**src/rtl/pc_sequencer.sv**
```systemverilog
// PC sequencer: prioritised redirects, stall capture of one pending redirect, flush pulse timer.
// Optional: define PC_SEQ_REDIRECT_CNT_EN to add the saturating redirect_cnt output.
module pc_sequencer #(
  parameter int              PC_W      = 16,
  parameter int              NUM_SRC   = 4,
  parameter logic [PC_W-1:0] RESET_PC  = '0,
  parameter int              FLUSH_CYC = 2
) (
  input  logic                    clk,
  input  logic                    reset,
  input  logic                    stall,
  input  logic [NUM_SRC-1:0]      src_valid,
  input  logic [NUM_SRC*PC_W-1:0] src_pc,
  output logic [PC_W-1:0]         pc,
  output logic                    flush,
  output logic                    redirect_taken,
  output logic                    pending
`ifdef PC_SEQ_REDIRECT_CNT_EN
  ,
  output logic [15:0]             redirect_cnt
`endif
);

  // state | meaning
  // RUN   | no captured redirect; pc advances or takes a live winner
  // HOLD  | a redirect captured during stall waits for stall release

  localparam int IDX_W = (NUM_SRC > 1) ? $clog2(NUM_SRC) : 1;

  typedef enum logic {
    RUN  = 1'b0,
    HOLD = 1'b1
  } state_t;

  state_t           state, state_nxt;
  logic [PC_W-1:0]  pc_nxt;
  logic [PC_W-1:0]  pend_pc, pend_pc_nxt;
  logic [IDX_W-1:0] pend_idx, pend_idx_nxt;
  logic             win_valid;
  logic [IDX_W-1:0] win_idx;
  logic [PC_W-1:0]  win_pc;
  logic             apply;
  logic [2:0]       flush_cnt, flush_cnt_nxt;

  // Scan from the top so the lowest valid index is the last one written.
  always_comb begin
    win_valid = 1'b0;
    win_idx   = '0;
    win_pc    = '0;
    for (int i = NUM_SRC - 1; i >= 0; i--) begin
      if (src_valid[i]) begin
        win_valid = 1'b1;
        win_idx   = IDX_W'(i);
        win_pc    = src_pc[i*PC_W +: PC_W];
      end
    end
  end

  always_comb begin
    state_nxt    = state;
    pc_nxt       = pc;
    pend_pc_nxt  = pend_pc;
    pend_idx_nxt = pend_idx;
    apply        = 1'b0;
    if (!stall) begin
      state_nxt = RUN;
      if (win_valid) begin
        pc_nxt = win_pc;
        apply  = 1'b1;
      end else if (state == HOLD) begin
        pc_nxt = pend_pc;
        apply  = 1'b1;
      end else begin
        pc_nxt = pc + PC_W'(1);
      end
    end else if (win_valid && (state == RUN || win_idx <= pend_idx)) begin
      // Equal index overwrites so the newest request from a channel wins.
      state_nxt    = HOLD;
      pend_pc_nxt  = win_pc;
      pend_idx_nxt = win_idx;
    end
  end

  always_comb begin
    flush_cnt_nxt = flush_cnt;
    if (apply) begin
      flush_cnt_nxt = 3'(FLUSH_CYC);
    end else if (flush_cnt != 3'd0) begin
      flush_cnt_nxt = flush_cnt - 3'd1;
    end
  end

  always_ff @(posedge clk) begin
    if (reset) begin
      state          <= RUN;
      pc             <= RESET_PC;
      pend_pc        <= '0;
      pend_idx       <= '0;
      flush_cnt      <= 3'd0;
      redirect_taken <= 1'b0;
    end else begin
      state          <= state_nxt;
      pc             <= pc_nxt;
      pend_pc        <= pend_pc_nxt;
      pend_idx       <= pend_idx_nxt;
      flush_cnt      <= flush_cnt_nxt;
      redirect_taken <= apply;
    end
  end

  assign pending = (state == HOLD);
  assign flush   = (flush_cnt != 3'd0);

`ifdef PC_SEQ_REDIRECT_CNT_EN
  always_ff @(posedge clk) begin
    if (reset) begin
      redirect_cnt <= 16'h0000;
    end else if (apply && redirect_cnt != 16'hFFFF) begin
      redirect_cnt <= redirect_cnt + 16'h0001;
    end
  end
`else
  // Redirect counter not built.
`endif

endmodule

```
**config.mk**
```make
export PLATFORM = sky130hd
export DESIGN_NAME = pc_sequencer
export DESIGN_NICKNAME = d
export VERILOG_FILES = /design/src/rtl/pc_sequencer.sv
export SDC_FILE = /design/constraint.sdc
export NUM_CORES = 1
export LEC_CHECK = 0
export ABC_AREA = 1
export BUFFER_PORTS_ARGS = -buffer_cell sky130_fd_sc_hd__buf_2
export CORE_MARGIN = 2
export CORE_UTILIZATION = 25
export DETAILED_ROUTE_END_ITERATION = 7
export PLACE_DENSITY = 0.47
export SKIP_CTS_REPAIR_TIMING = 1
export SYNTH_ARGS = -nofsm -noshare
export SYNTH_HDL_FRONTEND = slang
export SYNTH_SLANG_ARGS = --single-unit
```
**constraint.sdc**
```tcl
create_clock -name clk -period 2.4 [get_ports clk]
set_input_delay 0.48 -clock clk [delete_from_list [all_inputs] [get_ports clk]]
set_output_delay 0.48 -clock clk [all_outputs]
set_load 0.1 [all_outputs]
```
Word-level counts from Yosys, hierarchy flattened:

Index checks and enable logic that the tools add are counted.

* flip-flop bits (word level): 39
* input port bits: 71
* output and inout bits: 19
* logic and storage cells: 38

* add/sub/neg operators: 2
* magnitude comparators: 1
* multiplexer cells: 19
* bitwise operators: 2
* reduce and logical (&&, ||, !) cells: 7

Operator list (count)
* $mux W16: 6
* $add A16 B1 Y16 const B: 1
* $mux W2: 6
* $mux W1: 7
* $reduce_or A2 Y1: 2
* $reduce_bool A3 Y1: 1
* $sub A3 B1 Y3 const B: 1
* $le A2 B2 Y1: 1
* $not A1 Y1: 2
* $reduce_and A2 Y1: 1
* $reduce_bool A2 Y1: 1
* $logic_and A1 B1 Y1: 1
* $logic_or A1 B1 Y1: 1

Logic depth before layout (Yosys ltp):

* depth after elaboration: 8
* gate-level depth with buffers: 13
* depth with buffers taken out: 11

Worst setup path before layout:

No wires, ideal clock.

* kind: reg-to-reg
* from: reg pc[1]
* to: reg pc[8]
* setup time: 71 ps
* data arrival time: 2058 ps
* required time: 2329 ps
* path slack: 270 ps
* stages on the path, launching flop included: 9
* buffers on the path: 0
* clock period less this slack: 2130 ps
* path through: dfxtp_1 -> ha_1 -> nand2_1 -> nor2_1 -> nand2_1 -> xor2_1 -> nand2_1 -> nand2_1 -> a21oi_1

* longest elaborated chain between the ends: 3

Ends and longest elaborated chain
* start, declared: RTL line 14 `output logic [PC_W-1:0] pc,`
* start signal, assigned: RTL line 103 `pc <= pc_nxt;`
* $add A16 B1 Y16: RTL line 74 `pc_nxt = pc + PC_W'(1);`
* $mux W16: RTL line 70 `end else if (state == HOLD) begin`
* $mux W16: RTL line 67 `if (win_valid) begin`

No other way between the ends.
A chain may end at the register's enable or synchronous reset.

Worst setup path after layout:

* from: reg flush_cnt[0]
* to: out flush

* longest elaborated chain between the ends: 1

Ends and longest elaborated chain
* start, declared: RTL line 43 `logic [2:0] flush_cnt, flush_cnt_nxt;`
* start signal, assigned: RTL line 106 `flush_cnt <= flush_cnt_nxt;`
* $reduce_bool A3 Y1: RTL line 112 `assign flush = (flush_cnt != 3'd0);`
* end, declared: RTL line 15 `output logic flush,`

No other way between the ends.

==> impl_metrics.yaml <==
timing:
  max_freq_mhz: 526
  setup_ws_ns: 0.500
  hold_ws_ns: 0.363
  setup_viol: 0
  tightest_slew_ns: 0.494
  min_period_ns: 1.90
  slew_viol_final: 0
  fin_skew_ns: 0.00743
  hold_violations: 0
  tns_ns: 0
  rsz0062_at_grt: "false"
  slew_headroom_pct: 67.3
  period_share_pct: 79.2
route:
  wl_um: 8490
  m1WireLength_um: 3870
  wl_met2_um: 4260
  highest_layer: "met4"
  avgViaCountPerCell: 4.59
  drc: 0
  drt-pass1-iter-count: 4
  ant_nets: 0
  wl_met3_um: 271
  wl_per_cell_um: 13.0
  initialDrtViolationCount: 150
  dr_total_vias: 2987
critical_path:
  end_kind: "output pin"
  path_class: "flip-flop to output pin"
  worstSetupStartpointType: "flip-flop"
  cp.arrival_ns: 1.42
  cp_max_fo: 4
  required_ns: 1.92
placed_design:
  place_congestion: 0.761
  numPortBuffers: 89
  dp_hpwl_um: 6630
  pre_cts_ws_ns: 0.249
power_and_ir_drop:
  ir_drop_uv: 250
  leakagePower_uw: 0.00158
  p_total_uw: 1780
  cellPowerDensity_mw_per_mm2: 546
grt:
  grt_max_degree: 37
  antenna_found_initial: 0
  grt_pass1_vias: 2961
  grt_first_pass_wirelength_um: 14200
  overflow: 0
  grt_usage_pct: 15.5
layout:
  layout.nets: 589
  drive_gt1_share_pct: 22.7
  fill_cells: 1217
  syn_to_final_growth_pct: 24.0
  multi_input_comb_area_mm2: 0.00159
  diodes: 0
  register_area_um2: 781
  finish.utilization_pct: 31.7
yosys:
  syn-cell-area_mm2: 0.00263
  syn_nets: 504
  synth_cell_types: 33
  ys.warnings.count: 0
  ys_seq_area_share_pct: 29.7
  avgSynthCellArea_um2: 6.12
  ys_ff_latch: 39
  synthCells: 429
floorplanning:
  fp-row-count: 37
  fp.dieW_um: 107
  initial_core_util_pct: 25.6
  ios: 90
  die_y_um: 107
  fp.coreArea_mm2: 0.0103
  die-area_mm2: 0.0113
cts:
  cts_sinks: 39
  clockRootBuffer: "clkbuf_8"
  clkTransAtPathRegs_ns: 0.08
  htree_levels: 2
  ctsLongestPathBuffers: 2
  insertion_delay_ns: 0.30
  cts_buffers: 5
  tritoncts: "yes"
min_path:
  hold_class: "primary input to flip-flop"
run:
  drv_cap: 0
outcome:
  run_status: "complete, no violations"
==> per-layer routing <==
layer  up-vias  GRT usage [%]
li1       1562              -
met1      1371           19.0
met2        47           28.2
met3         7           2.45
met4         0           3.90
met5         -              0
==> sequential cells by signal, indices dropped and copies added (netlist names) <==
signal          flops
pend_pc            16
pend_idx            2
pc                 16
pending             1
redirect_taken      1
flush_cnt           3
==> critical path: stages (launching register included) <==
cell,delay [ns]
dfxtp_1,0.36
nor2_1,0.06
ha_1,0.22
inv_1,0.08
buf_2,0.42
==> worst paths after layout <==
kind | startpoint | endpoint | slack [ns] | cells after the start
hold / removal | reset | flush_cnt[1]$_SDFFE_PP0P_ | 0.36 | 2
setup reg to reg | pc[0]$_SDFFE_PP0N_ | pc[10]$_SDFFE_PP0N_ | 0.77 | 8
setup / recovery | flush_cnt[0]$_SDFFE_PP0P_ | flush | 0.50 | 4
hold reg to reg | flush_cnt[0]$_SDFFE_PP0P_ | flush_cnt[0]$_SDFFE_PP0P_ | 0.48 | 2
==> stage by stage <==
stage | cell area (µm²) | cells
finish | 3260 | 651
global route | 3260 | 651
CTS | 3260 | 651
detailed placement | 3180 | 643
global placement | 3180 | 643
floorplan | 2630 | 429
==> Yosys cell counts, drive strengths merged <==
| cell type | n | area [µm²] |
|---|---|---|
| clkinv | 1 | 3.75 |
| ha | 4 | 50.1 |
| nand4 | 3 | 18.8 |
| nand3 | 15 | 75.1 |
| nor3 | 1 | 5.00 |
| dfxtp | 39 | 781 |
| o211ai | 15 | 113 |
| a21oi | 40 | 204 |
| clkbuf | 3 | 12.5 |
| inv | 25 | 96.4 |
| xnor2 | 1 | 8.76 |
| a31oi | 1 | 6.26 |
| xor2 | 5 | 43.8 |
| o21ai | 44 | 224 |
| buf | 20 | 143 |
| nand2 | 112 | 428 |
| nor2 | 98 | 402 |
| or3 | 1 | 6.26 |
| a22oi | 1 | 7.51 |
==> where the power goes <==
| part | internal [µW] | total [µW] | switching (µW) |
|---|---|---|---|
| registers | 703 | 752 | 48.9 |
| logic | 168 | 579 | 411 |
| clock network | 205 | 450 | 245 |
==> cells in the final DEF, fill, tap and decap left out <==
cell      instances
buf_2            89
nand3_1          15
o21ai_2           1
nor2_2            1
or3_1             1
dfxtp_1          39
nor2_4            2
nor3_1            1
clkinv_2          1
clkinv_1          1
xnor2_1           1
xor2_1            5
clkbuf_1          2
inv_4             1
o211ai_1         15
ha_1              4
inv_1            22
o21ai_0          41
inv_2             2
a22oi_1           1
nor2_8            1
a21oi_1          39
clkbuf_8          5
o21ai_1           2
nand4_1           3
nand2_1         111
a21oi_2           1
a31oi_1           1
nor2_1           94
nand2_4           1
buf_4            12
==> final cells by class <==
cell class	count	area share [%]
clock inverter	1	0.154
timing repair buffer	101	16.4
inverter	26	3.07
clock buffer	7	2.34
multi-input combinational	341	48.8
tap	136	5.22
sequential	39	24.0
==> cells by family after synthesis <==
kind of cell	after synthesis	share of synthesized area (%)
AO/OA/AOI/OAI	101	21.1
flip-flops	39	29.7
XOR/XNOR	6	2.00
adder cells (fa/ha/maj)	4	1.90
buffers and inverters	49	9.71
AND/OR/NAND/NOR	230	35.6
(Power assumes the default switching activity.)
